--- config.mk ---
export PLATFORM = sky130hd
export DESIGN_NAME = round_robin_request_arbiter_flat
export DESIGN_NICKNAME = d
export VERILOG_FILES = /design/src/rtl/round_robin_request_arbiter_if.sv /design/src/rtl/round_robin_request_arbiter.sv /design/src/flat_wrapper.sv
export SDC_FILE = /design/constraint.sdc
export NUM_CORES = 1
export LEC_CHECK = 0
export CORE_AREA = 3 3 129 131
export DETAILED_ROUTE_END_ITERATION = 10
export DIE_AREA = 0 0 132 134
export GPL_TIMING_DRIVEN = 0
export PLACE_DENSITY = 0.75
export SYNTH_ARGS = -nofsm -noshare
export SYNTH_HDL_FRONTEND = slang
export SYNTH_SLANG_ARGS = --single-unit
--- constraint.sdc ---
create_clock -name clk_in -period 4.2 [get_ports clk_in]
set_clock_uncertainty 0.1 [all_clocks]
set_input_delay 0.42 -clock clk_in [delete_from_list [all_inputs] [get_ports clk_in]]
set_output_delay 0.42 -clock clk_in [all_outputs]
set_load 0.1 [all_outputs]
--- src/rtl/round_robin_request_arbiter_if.sv ---
// Bundle of the upstream request ports and the downstream registered request stream.
// No logic of its own; the arbiter side uses the slave modport and the environment uses master.
// Backpressure is carried by issue_ack_in (downstream) and issue_ack_packed_out (upstream).
interface round_robin_request_arbiter_if #(
    parameter int NUM_REQUEST                = 4,
    parameter int NUM_REQUEST_WIDTH          = $clog2(NUM_REQUEST),
    parameter int SINGLE_ENTRY_WIDTH_IN_BITS = 64
);
    logic [NUM_REQUEST*SINGLE_ENTRY_WIDTH_IN_BITS-1:0] request_packed_in;
    logic [NUM_REQUEST-1:0]                            request_valid_packed_in;
    logic [NUM_REQUEST-1:0]                            issue_ack_packed_out;
    logic [SINGLE_ENTRY_WIDTH_IN_BITS-1:0]             request_out;
    logic                                              request_valid_out;
    logic [NUM_REQUEST_WIDTH-1:0]                      request_source_out;
    logic                                              issue_ack_in;

    // Arbiter side
    modport slave (
        input  request_packed_in,
        input  request_valid_packed_in,
        output issue_ack_packed_out,
        output request_out,
        output request_valid_out,
        output request_source_out,
        input  issue_ack_in
    );

    // Requesters plus downstream consumer side
    modport master (
        output request_packed_in,
        output request_valid_packed_in,
        input  issue_ack_packed_out,
        input  request_out,
        input  request_valid_out,
        input  request_source_out,
        output issue_ack_in
    );
endinterface

--- src/rtl/round_robin_request_arbiter.sv ---
// Round-robin merge of NUM_REQUEST request ports into one registered request entry.
// Latency: one cycle from a granted request to request_valid_out; one grant per cycle when acked.
// Backpressure: a held entry blocks all grants until issue_ack_in frees the slot in place.
module round_robin_request_arbiter #(
    parameter int NUM_REQUEST                = 4,
    parameter int NUM_REQUEST_WIDTH          = $clog2(NUM_REQUEST),
    parameter int SINGLE_ENTRY_WIDTH_IN_BITS = 64
) (
    input  logic                           clk_in,
    input  logic                           reset_in,
    round_robin_request_arbiter_if.slave   bus
);
    localparam int W  = SINGLE_ENTRY_WIDTH_IN_BITS;
    localparam int IW = NUM_REQUEST_WIDTH;
    localparam logic [IW:0] NUM_EXT  = (IW+1)'(NUM_REQUEST);
    localparam logic [IW-1:0] LAST_IDX = IW'(NUM_REQUEST - 1);

    typedef enum logic {EMPTY, HOLD} state_t;

    state_t          state;
    logic [IW-1:0]   pointer;
    logic            slot_free;
    logic            grant_found;
    logic [IW-1:0]   grant_idx;
    logic [IW:0]     scan_sum;
    logic [IW-1:0]   scan_idx;
    logic [W-1:0]    grant_payload;

    // The entry can be (re)loaded when empty or when downstream takes it this cycle.
    assign slot_free = (state == EMPTY) || bus.issue_ack_in;

    // Scan ports starting at the pointer and wrapping; the first valid port wins.
    always_comb begin
        grant_found = 1'b0;
        grant_idx   = '0;
        scan_sum    = '0;
        scan_idx    = '0;
        for (int k = 0; k < NUM_REQUEST; k++) begin
            scan_sum = {1'b0, pointer} + (IW+1)'(k);
            if (scan_sum >= NUM_EXT) begin
                scan_sum = scan_sum - NUM_EXT;
            end
            scan_idx = scan_sum[IW-1:0];
            if (!grant_found && bus.request_valid_packed_in[scan_idx]) begin
                grant_found = 1'b1;
                grant_idx   = scan_idx;
            end
        end
    end

    // Payload of the winning port.
    always_comb begin
        grant_payload = bus.request_packed_in[int'(grant_idx)*W +: W];
    end

    // One-hot accept to the winner; forced quiet while reset is held.
    always_comb begin
        bus.issue_ack_packed_out = '0;
        if (!reset_in && slot_free && grant_found) begin
            bus.issue_ack_packed_out = NUM_REQUEST'(1) << grant_idx;
        end
    end

    // Entry FSM: load on grant, clear when freed with nobody waiting, hold otherwise.
    always_ff @(posedge clk_in or posedge reset_in) begin
        if (reset_in) begin
            state                  <= EMPTY;
            pointer                <= '0;
            bus.request_out        <= '0;
            bus.request_valid_out  <= 1'b0;
            bus.request_source_out <= '0;
        end else if (slot_free) begin
            if (grant_found) begin
                state                  <= HOLD;
                bus.request_out        <= grant_payload;
                bus.request_source_out <= grant_idx;
                bus.request_valid_out  <= 1'b1;
                pointer                <= (grant_idx == LAST_IDX) ? '0 : grant_idx + IW'(1);
            end else begin
                state                  <= EMPTY;
                bus.request_out        <= '0;
                bus.request_valid_out  <= 1'b0;
            end
        end
    end
endmodule

--- src/flat_wrapper.sv ---
// flat-port wrapper written by rule: the top's interface ports become plain ports
module round_robin_request_arbiter_flat 
#(
    parameter int NUM_REQUEST                = 4,
    parameter int NUM_REQUEST_WIDTH          = $clog2(NUM_REQUEST),
    parameter int SINGLE_ENTRY_WIDTH_IN_BITS = 64
)
  (clk_in, reset_in, bus_request_packed_in, bus_request_valid_packed_in, bus_issue_ack_packed_out, bus_request_out, bus_request_valid_out, bus_request_source_out, bus_issue_ack_in);
  round_robin_request_arbiter_if #(.NUM_REQUEST(NUM_REQUEST), .NUM_REQUEST_WIDTH(NUM_REQUEST_WIDTH), .SINGLE_ENTRY_WIDTH_IN_BITS(SINGLE_ENTRY_WIDTH_IN_BITS)) bus_i ();
  input  logic clk_in;
  input  logic reset_in;
  input wire logic [$bits(bus_i.request_packed_in)-1:0] bus_request_packed_in;
  input wire logic [$bits(bus_i.request_valid_packed_in)-1:0] bus_request_valid_packed_in;
  output wire logic [$bits(bus_i.issue_ack_packed_out)-1:0] bus_issue_ack_packed_out;
  output wire logic [$bits(bus_i.request_out)-1:0] bus_request_out;
  output wire logic [$bits(bus_i.request_valid_out)-1:0] bus_request_valid_out;
  output wire logic [$bits(bus_i.request_source_out)-1:0] bus_request_source_out;
  input wire logic [$bits(bus_i.issue_ack_in)-1:0] bus_issue_ack_in;
  assign bus_i.request_packed_in = bus_request_packed_in;
  assign bus_i.request_valid_packed_in = bus_request_valid_packed_in;
  assign bus_issue_ack_packed_out = bus_i.issue_ack_packed_out;
  assign bus_request_out = bus_i.request_out;
  assign bus_request_valid_out = bus_i.request_valid_out;
  assign bus_request_source_out = bus_i.request_source_out;
  assign bus_i.issue_ack_in = bus_issue_ack_in;
  round_robin_request_arbiter #(.NUM_REQUEST(NUM_REQUEST), .NUM_REQUEST_WIDTH(NUM_REQUEST_WIDTH), .SINGLE_ENTRY_WIDTH_IN_BITS(SINGLE_ENTRY_WIDTH_IN_BITS)) u_core (.clk_in(clk_in), .reset_in(reset_in), .bus(bus_i));
endmodule
==> key figures, run 1 <==
Run status
  • Status: complete, no violations

STA
  • Setup-failing EPs final: 0
  • Slew HR: 31.5%
  • Min Hold Slack: 0.355 ns
  • Max Fclk: 255 MHz
  • Unrepaired setup endpoints after global routing: false
  • Final Critical Period: 3.92 ns
  • Setup TNS: 0 ns
  • Crit share post-route: 93.3%
  • Final Max Slew Viols: 0
  • Worst-Margin Slew: 1.02 ns
  • Final WS setup: 0.283 ns
  • Hold Fails Final Rpt: 0

Pwr
  • Pwr dens: 578 nW/um^2
  • Leak: 4.00 nW
  • Peak VDD IR: 0.275 mV

Die
  • Core box area: 15,700 sq um
  • Total die area: 17,700 sq um
  • Top Ports: 334
  • Die H: 134 um
  • Initial core utilization: 33.6%
  • Core Rows: 46
  • Die Wd: 132 um

Placement
  • Port-buffer cells: 333
  • Dpl hpwl: 17,600 um
  • Placed instance area: 8910 sq um
  • Setup Slack @ Placement: 0.309 ns
  • Gpl congestion: 0.920

Clock network
  • CTS Buf Count: 9
  • Clk buf depth: 2
  • Hold Buf Count CTS: 0
  • Clk_lat worst skew: 0.34 ns
  • # clock sinks: 69
  • PostCTS Resize Cnt: 0
  • Reg clk slew, reported paths: 0.06 ns
  • Post-CTS setup buffer count: 0
  • CTS root buf: clkbuf_16
  • CTS tree: yes
  • H-tree depth: 3

Cells and area
  • Layout cells sized above 1: 6.62%
  • Area Growth Syn to Fin: 74.0%
  • Final core occ: 58.5%
  • Filler cells: 1,448
  • Multi-input gate area: 2900 sq um
  • Final #Nets: 1,276
  • Final Cell Area: 9190 sq um
  • Storage cell area: 1730 sq um
  • Antenna Cells: 0

Setup path
  • Sequence of cells on the critical path: clkdlybuf4s50_1, mux2i_1, or2_4, nand3_4, buf_12, buf_6, inv_1, ha_1, and3_1, clkdlybuf4s50_1
  • Critical Path End Type: primary output
  • Critical Path AT: 3.40 ns
  • FF-to-FF End: u_core.bus.request_out[52]$_DFFE_PP0N_
  • Worst path most repeated cell: clkdlybuf4s50_1
  • Worst R2R Setup Slack: 1.83 ns
  • Reg2Reg Depth: 8
  • Worst EP required: 3.68 ns
  • Worst r2r src: u_core.pointer[1]$_DFFE_PP0P_
  • Critical path startpoint category: input pin
  • Crit path from: bus_request_valid_packed_in[0]
  • CP max stage cell: clkdlybuf4s50_1
  • Critical path class: input pin to primary output
  • Crit Path Max Fanout: 11
  • CP max stage delay: 1.13 ns

Logic synthesis
  • Post-synth ARST share: 100%
  • Top cells by count, synth: 105 x nand2_1, 69 x dfrtp_1, 69 x inv_1, 65 x mux2i_1
  • Top post-synthesis cells by area: dfrtp_1 33%, mux2i_1 12%, o211ai_1 9.1%
  • Sequential fraction of the synthesis area: 32.7%
  • Count leader, synth: nand2_1
  • Main synth FF type: dfrtp_1
  • Synth top area share: 32.7%
  • Average cell area after synthesis: 7.96 sq um
  • Syn Inst Count: 664
  • Post-synth EDFFs: 0
  • FF+latch count, synth: 69
  • Synth unique cells: 36
  • Mapped Area: 5280 sq um
  • Ys Warns: 0
  • Post-Syn Nets: 931
  • Largest area contributor in the netlist: dfrtp_1

Detailed routing
  • Final ANT Viol Nets: 0
  • Routed vias: 6,382
  • DRC Markers: 0
  • Final wirelength: 22,800 um
  • Routed len/inst: 18.6 um
  • Drt initial violations: 385
  • DR pass1 iterations: 5
  • Vias/cell: 5.20

Flow run
  • Max-capacitance violation count: 0

Global routing
  • Initial antenna violation count: 0
  • Gr usage total: 24.9%
  • Vias in the first global route: 6,310
  • Largest net degree at the start of global routing: 43
  • Congestion Overflow GR: 0
  • Global-route wire length before repair: 34,700 um

Worst hold path
  • HP Class: input pin to async pin
[logic make-up (layout without fill, tap and decap cells)]
group                    count (synthesis)  count (layout)  synth area share, %
buffers and inverters                  139             487                 12.4
flip-flops                              69              69                 32.7
AO/OA/AOI/OAI                          202             202                 24.1
AND/OR/NAND/NOR                        185             185                 17.6
adder cells (fa/ha/maj)                  4               4                0.947
multiplexers                            65              65                 12.3
[report_power, final]
group | switching, W | internal (W) | leakage [nW] | total, W
Clock | 0.000285 | 0.000457 | 0.144 | 0.000741
Sequential | 0.000123 | 0.000890 | 0.851 | 0.00101
Combinational | 0.00252 | 0.00105 | 3.01 | 0.00356
[critical path: cells and delay by family]
kind                       cells  cell delay, ns
adders and majority gates      1            0.17
buffers and inverters          5            2.09
muxes                          1            0.26
and+or+nand+nor                3            0.45
[placed cells by master, fill, tap and decap left out, types with 3 or more instances in the layout]
| cell type | n |
|---|---|
| and4_1 | 27 |
| mux2i_1 | 65 |
| clkbuf_1 | 27 |
| dfrtp_1 | 69 |
| buf_4 | 5 |
| o211ai_1 | 64 |
| clkbuf_16 | 9 |
| nor3_1 | 37 |
| a31oi_1 | 64 |
| buf_2 | 27 |
| o21ai_1 | 29 |
| nand2_1 | 105 |
| clkbuf_8 | 4 |
| buf_6 | 5 |
| inv_1 | 68 |
| clkdlybuf4s50_1 | 333 |
| o21ai_0 | 36 |
| ha_1 | 4 |
| a21oi_1 | 3 |
| and3_1 | 4 |
[metrics by stage]
| stage | instances | total power [W] |
|---|---|---|
| floorplan | 664 | 0.00355 |
| global placement | 1213 | 0.00456 |
| detailed placement | 1214 | 0.00458 |
| CTS | 1228 | 0.00534 |
| global route | 1228 | 0.00553 |
| finish | 1228 | 0.00532 |
[how the worst max path moves through the flow]
stage | to | slack, ns | cells past startpoint
3_3_place_gp | bus_issue_ack_packed_out[3] | -0.94 | 4
6_report | bus_issue_ack_packed_out[3] | 0.28 | 10
2_1_floorplan | bus_issue_ack_packed_out[0] | 0.79 | 2
5_1_grt | bus_issue_ack_packed_out[3] | 0.18 | 10
4_1_cts | bus_issue_ack_packed_out[3] | 0.27 | 10
3_5_place_dp | bus_issue_ack_packed_out[3] | 0.31 | 10
[state kept, by name, indices dropped and copies added, names as in the netlist]
signal / flops
u_core.bus.request_source_out: 2
u_core.pointer: 2
u_core.bus.request_valid_out: 1
u_core.bus.request_out: 64
[final cells by class]
class	instances	share of cell area [%]
buffer	69	4.25
clock buffer	13	3.05
clock inverter	1	0.0544
inverter	70	2.89
multi-input combinational	456	31.6
sequential	69	18.8
tap	216	2.94
timing repair buffer	334	36.5
[per-layer routing]
metal | global-route usage (%) | wire (um)
met1 | 31.0 | 9290
met2 | 41.9 | 11100
met3 | 5.89 | 1840
met4 | 9.68 | 592
met5 | 0 | 0
Power figures use the tool's default switching activity.
==> inputs of run 2 (changes only) <==
--- a/config.mk
+++ b/config.mk
@@ -5,11 +5,12 @@
 export SDC_FILE = /design/constraint.sdc
 export NUM_CORES = 1
 export LEC_CHECK = 0
-export CORE_AREA = 3 3 129 131
+export CORE_MARGIN = 3
+export CORE_UTILIZATION = 35
 export DETAILED_ROUTE_END_ITERATION = 10
-export DIE_AREA = 0 0 132 134
 export GPL_TIMING_DRIVEN = 0
-export PLACE_DENSITY = 0.75
+export MAX_ROUTING_LAYER = met4
+export PLACE_DENSITY = 0.77
 export SYNTH_ARGS = -nofsm -noshare
 export SYNTH_HDL_FRONTEND = slang
 export SYNTH_SLANG_ARGS = --single-unit
==> constraint.sdc (replaced) <==
create_clock -name clk_in -period 4.2 [get_ports clk_in]
set_clock_uncertainty 0.1 [all_clocks]
set_input_delay 0.42 -clock clk_in [delete_from_list [all_inputs] [get_ports clk_in]]
set_output_delay 0.42 -clock clk_in [all_outputs]
set_load 0.005 [all_outputs]
==> run 2 against run 1 <==
  * Hold slack better by 0.0061 ns
  * Die area decreased by 6.1%
  * Sequential cell count did not move
  * Fmax rose by 19%
  * Sequential share of layout area is 0.13 points higher
  * Power shrank 31%
  * Non-clock buffer count stayed put
  * Via count up 1.0%
  * Clock-buffer cell count unchanged
  * Highest routed layer unchanged
  * Clock power fell by 5.1%
  * Critical endpoint unchanged
  * Register-to-register slack better by 0.09 ns
==> key figures, run 2 (synthesized netlist as in run 1, its figures left out) <==
Cells and area
  • Largest regs: u_core.bus.request_out x64, u_core.bus.request_source_out x2, u_core.pointer x2
  • Filler cells: 1,342
  • Final Cell Area: 9130 sq um
  • Antenna Cells: 0
  • Final core occ: 62.3%
  • Top reg by flops: u_core.bus.request_out
  • Max reg flops: 64
  • Layout cells sized above 1: 6.42%
  • Final #Nets: 1,276
  • Area Growth Syn to Fin: 72.8%
  • Commonest non-fill, non-tap cells in the layout: 333 x clkdlybuf4s50_1, 105 x nand2_1, 69 x dfrtp_1
  • Most common cell after layout, fill and taps aside: clkdlybuf4s50_1

Setup path
  • Reg2Reg Depth: 8
  • Critical Path End Type: primary output
  • FF-to-FF End: u_core.bus.request_out[55]$_DFFE_PP0N_
  • Sequence of cells on the critical path: clkdlybuf4s50_1, mux2i_1, or2_4, nand3_4, buf_12, buf_6, inv_1, ha_1, and3_1, clkdlybuf4s50_1
  • Worst path most repeated cell: clkdlybuf4s50_1
  • Worst EP required: 3.68 ns
  • Worst R2R Setup Slack: 1.92 ns
  • CP max stage delay: 0.57 ns
  • Critical Path AT: 2.77 ns
  • Critical path class: input pin to primary output
  • Worst r2r src: u_core.pointer[1]$_DFFE_PP0P_
  • CP max stage cell: clkdlybuf4s50_1
  • Family with the most delay on the worst path: buffers and inverters
  • CP bufs+invs: 5
  • Critical path startpoint category: input pin
  • Crit Path Max Fanout: 11

Clock network
  • CTS Buf Count: 9
  • Clk_lat worst skew: 0.34 ns
  • CTS tree: yes
  • Post-CTS setup buffer count: 0
  • Reg clk slew, reported paths: 0.06 ns
  • Hold Buf Count CTS: 0
  • CTS root buf: clkbuf_16
  • PostCTS Resize Cnt: 0
  • H-tree depth: 3
  • Clk buf depth: 2
  • # clock sinks: 69

Placement
  • Placed instance area: 8870 sq um
  • Gpl congestion: 0.895
  • Dpl hpwl: 17,900 um
  • Port-buffer cells: 333

Pwr
  • Peak VDD IR: 0.209 mV
  • Pwr dens: 401 nW/um^2
  • Leak: 3.99 nW

STA
  • Setup-failing EPs final: 0
  • Final Max Slew Viols: 0
  • Worst-Margin Slew: 0.674 ns
  • Setup TNS: 0 ns
  • Max Fclk: 304 MHz
  • Unrepaired setup endpoints after global routing: false
  • Hold Fails Final Rpt: 0
  • Final Critical Period: 3.29 ns
  • Crit share post-route: 78.3%
  • Slew HR: 55.1%
  • Min Hold Slack: 0.361 ns

Global routing
  • Congestion Overflow GR: 0
  • Vias in the first global route: 6,411
  • Gr usage total: 27.7%
  • Largest net degree at the start of global routing: 40
  • Global-route wire length before repair: 34,600 um
  • Initial antenna violation count: 0

Detailed routing
  • Routed vias: 6,449
  • Final wirelength: 23,300 um
  • Drt initial violations: 403
  • DRC Markers: 0
  • Routed len/inst: 19.5 um
  • DR pass1 iterations: 5
  • Vias/cell: 5.39
  • Final ANT Viol Nets: 0

Worst hold path
  • HP Class: input pin to async pin

Die
  • Top Ports: 334
  • Core Rows: 44
  • Core box area: 14,600 sq um
  • Initial core utilization: 36.1%
  • Total die area: 16,600 sq um
  • Die Wd: 129 um
  • Die H: 129 um

Flow run
  • Max-capacitance violation count: 0

Run status
  • Status: complete, no violations
run 2: cell count changes in the layout (fill, tap and decap cells not counted):
| cell | previous run | this run |
|---|---|---|
| clkbuf_8 | 4 | 1 |
| clkinv_2 | 1 | 2 |
| clkbuf_1 | 27 | 30 |
run 2: worst max path at each step:
stage               cells past startpoint                            from                           to
finish                                 10  bus_request_valid_packed_in[0]  bus_issue_ack_packed_out[3]
global route                           10  bus_request_valid_packed_in[0]  bus_issue_ack_packed_out[3]
CTS                                    10  bus_request_valid_packed_in[0]  bus_issue_ack_packed_out[3]
detailed placement                     10  bus_request_valid_packed_in[0]  bus_issue_ack_packed_out[3]
global placement                        4                        reset_in  bus_issue_ack_packed_out[3]
floorplan                               2                        reset_in  bus_issue_ack_packed_out[0]
run 2: metal layers:
layer  global-route usage [%]  up-vias  share of wire, %
met1                     33.1     3002                40
met5                        -        -                 0
li1                         -     3060                 -
met3                     5.94       38               8.5
met2                     46.3      349                49
met4                     9.26        0               2.5
run 2: metrics by stage:
step / setup WS [ns] / instances / total power [W]
after floorplan: 1.43 / 664 / 0.00194
after global placement: -0.309 / 1181 / 0.00293
after detailed placement: 0.926 / 1182 / 0.00297
after CTS: 0.921 / 1197 / 0.00368
after global routing: 0.833 / 1197 / 0.00387
final: 0.910 / 1197 / 0.00366
run 2: area by class of cell:
type | instances | area (sq um) | area share, %
Buffer | 69 | 390 | 4.28
Clock buffer | 13 | 250 | 2.74
Clock inverter | 2 | 10.0 | 0.110
Inverter | 70 | 265 | 2.91
Multi-Input combinational cell | 456 | 2900 | 31.8
Sequential cell | 69 | 1730 | 18.9
Tap cell | 184 | 230 | 2.52
Timing Repair Buffer | 334 | 3350 | 36.7
run 2: report_power, final:
group / switching, W / internal (W) / total, W / leakage, nW
logic: 0.000886 / 0.00105 / 0.00194 / 3.01
clock network: 0.000292 / 0.000411 / 0.000703 / 0.129
registers: 0.000135 / 0.000890 / 0.00102 / 0.851
total: 0.00131 / 0.00235 / 0.00366 / 3.99
==> inputs of run 3 (changes only) <==
==> constraint.sdc (replaced) <==
create_clock -name clk_in -period 3.25 [get_ports clk_in]
set_clock_uncertainty 0.1 [all_clocks]
set_input_delay 0.325 -clock clk_in [delete_from_list [all_inputs] [get_ports clk_in]]
set_output_delay 0.325 -clock clk_in [all_outputs]
set_load 0.005 [all_outputs]
==> results of run 3 <==
Same layout as run 2 (identical final DEF). Status: complete, no violations.
Main changes from that run: setup slack after placement 0.926 ns -> 0.166 ns; setup slack after layout 0.910 ns -> 0.150 ns; hold slack 0.361 ns -> 0.266 ns; register-to-register setup slack 1.92 ns -> 0.97 ns; total power 0.00366 W -> 0.00474 W; worst IR drop on VDD 0.209 mV -> 0.270 mV
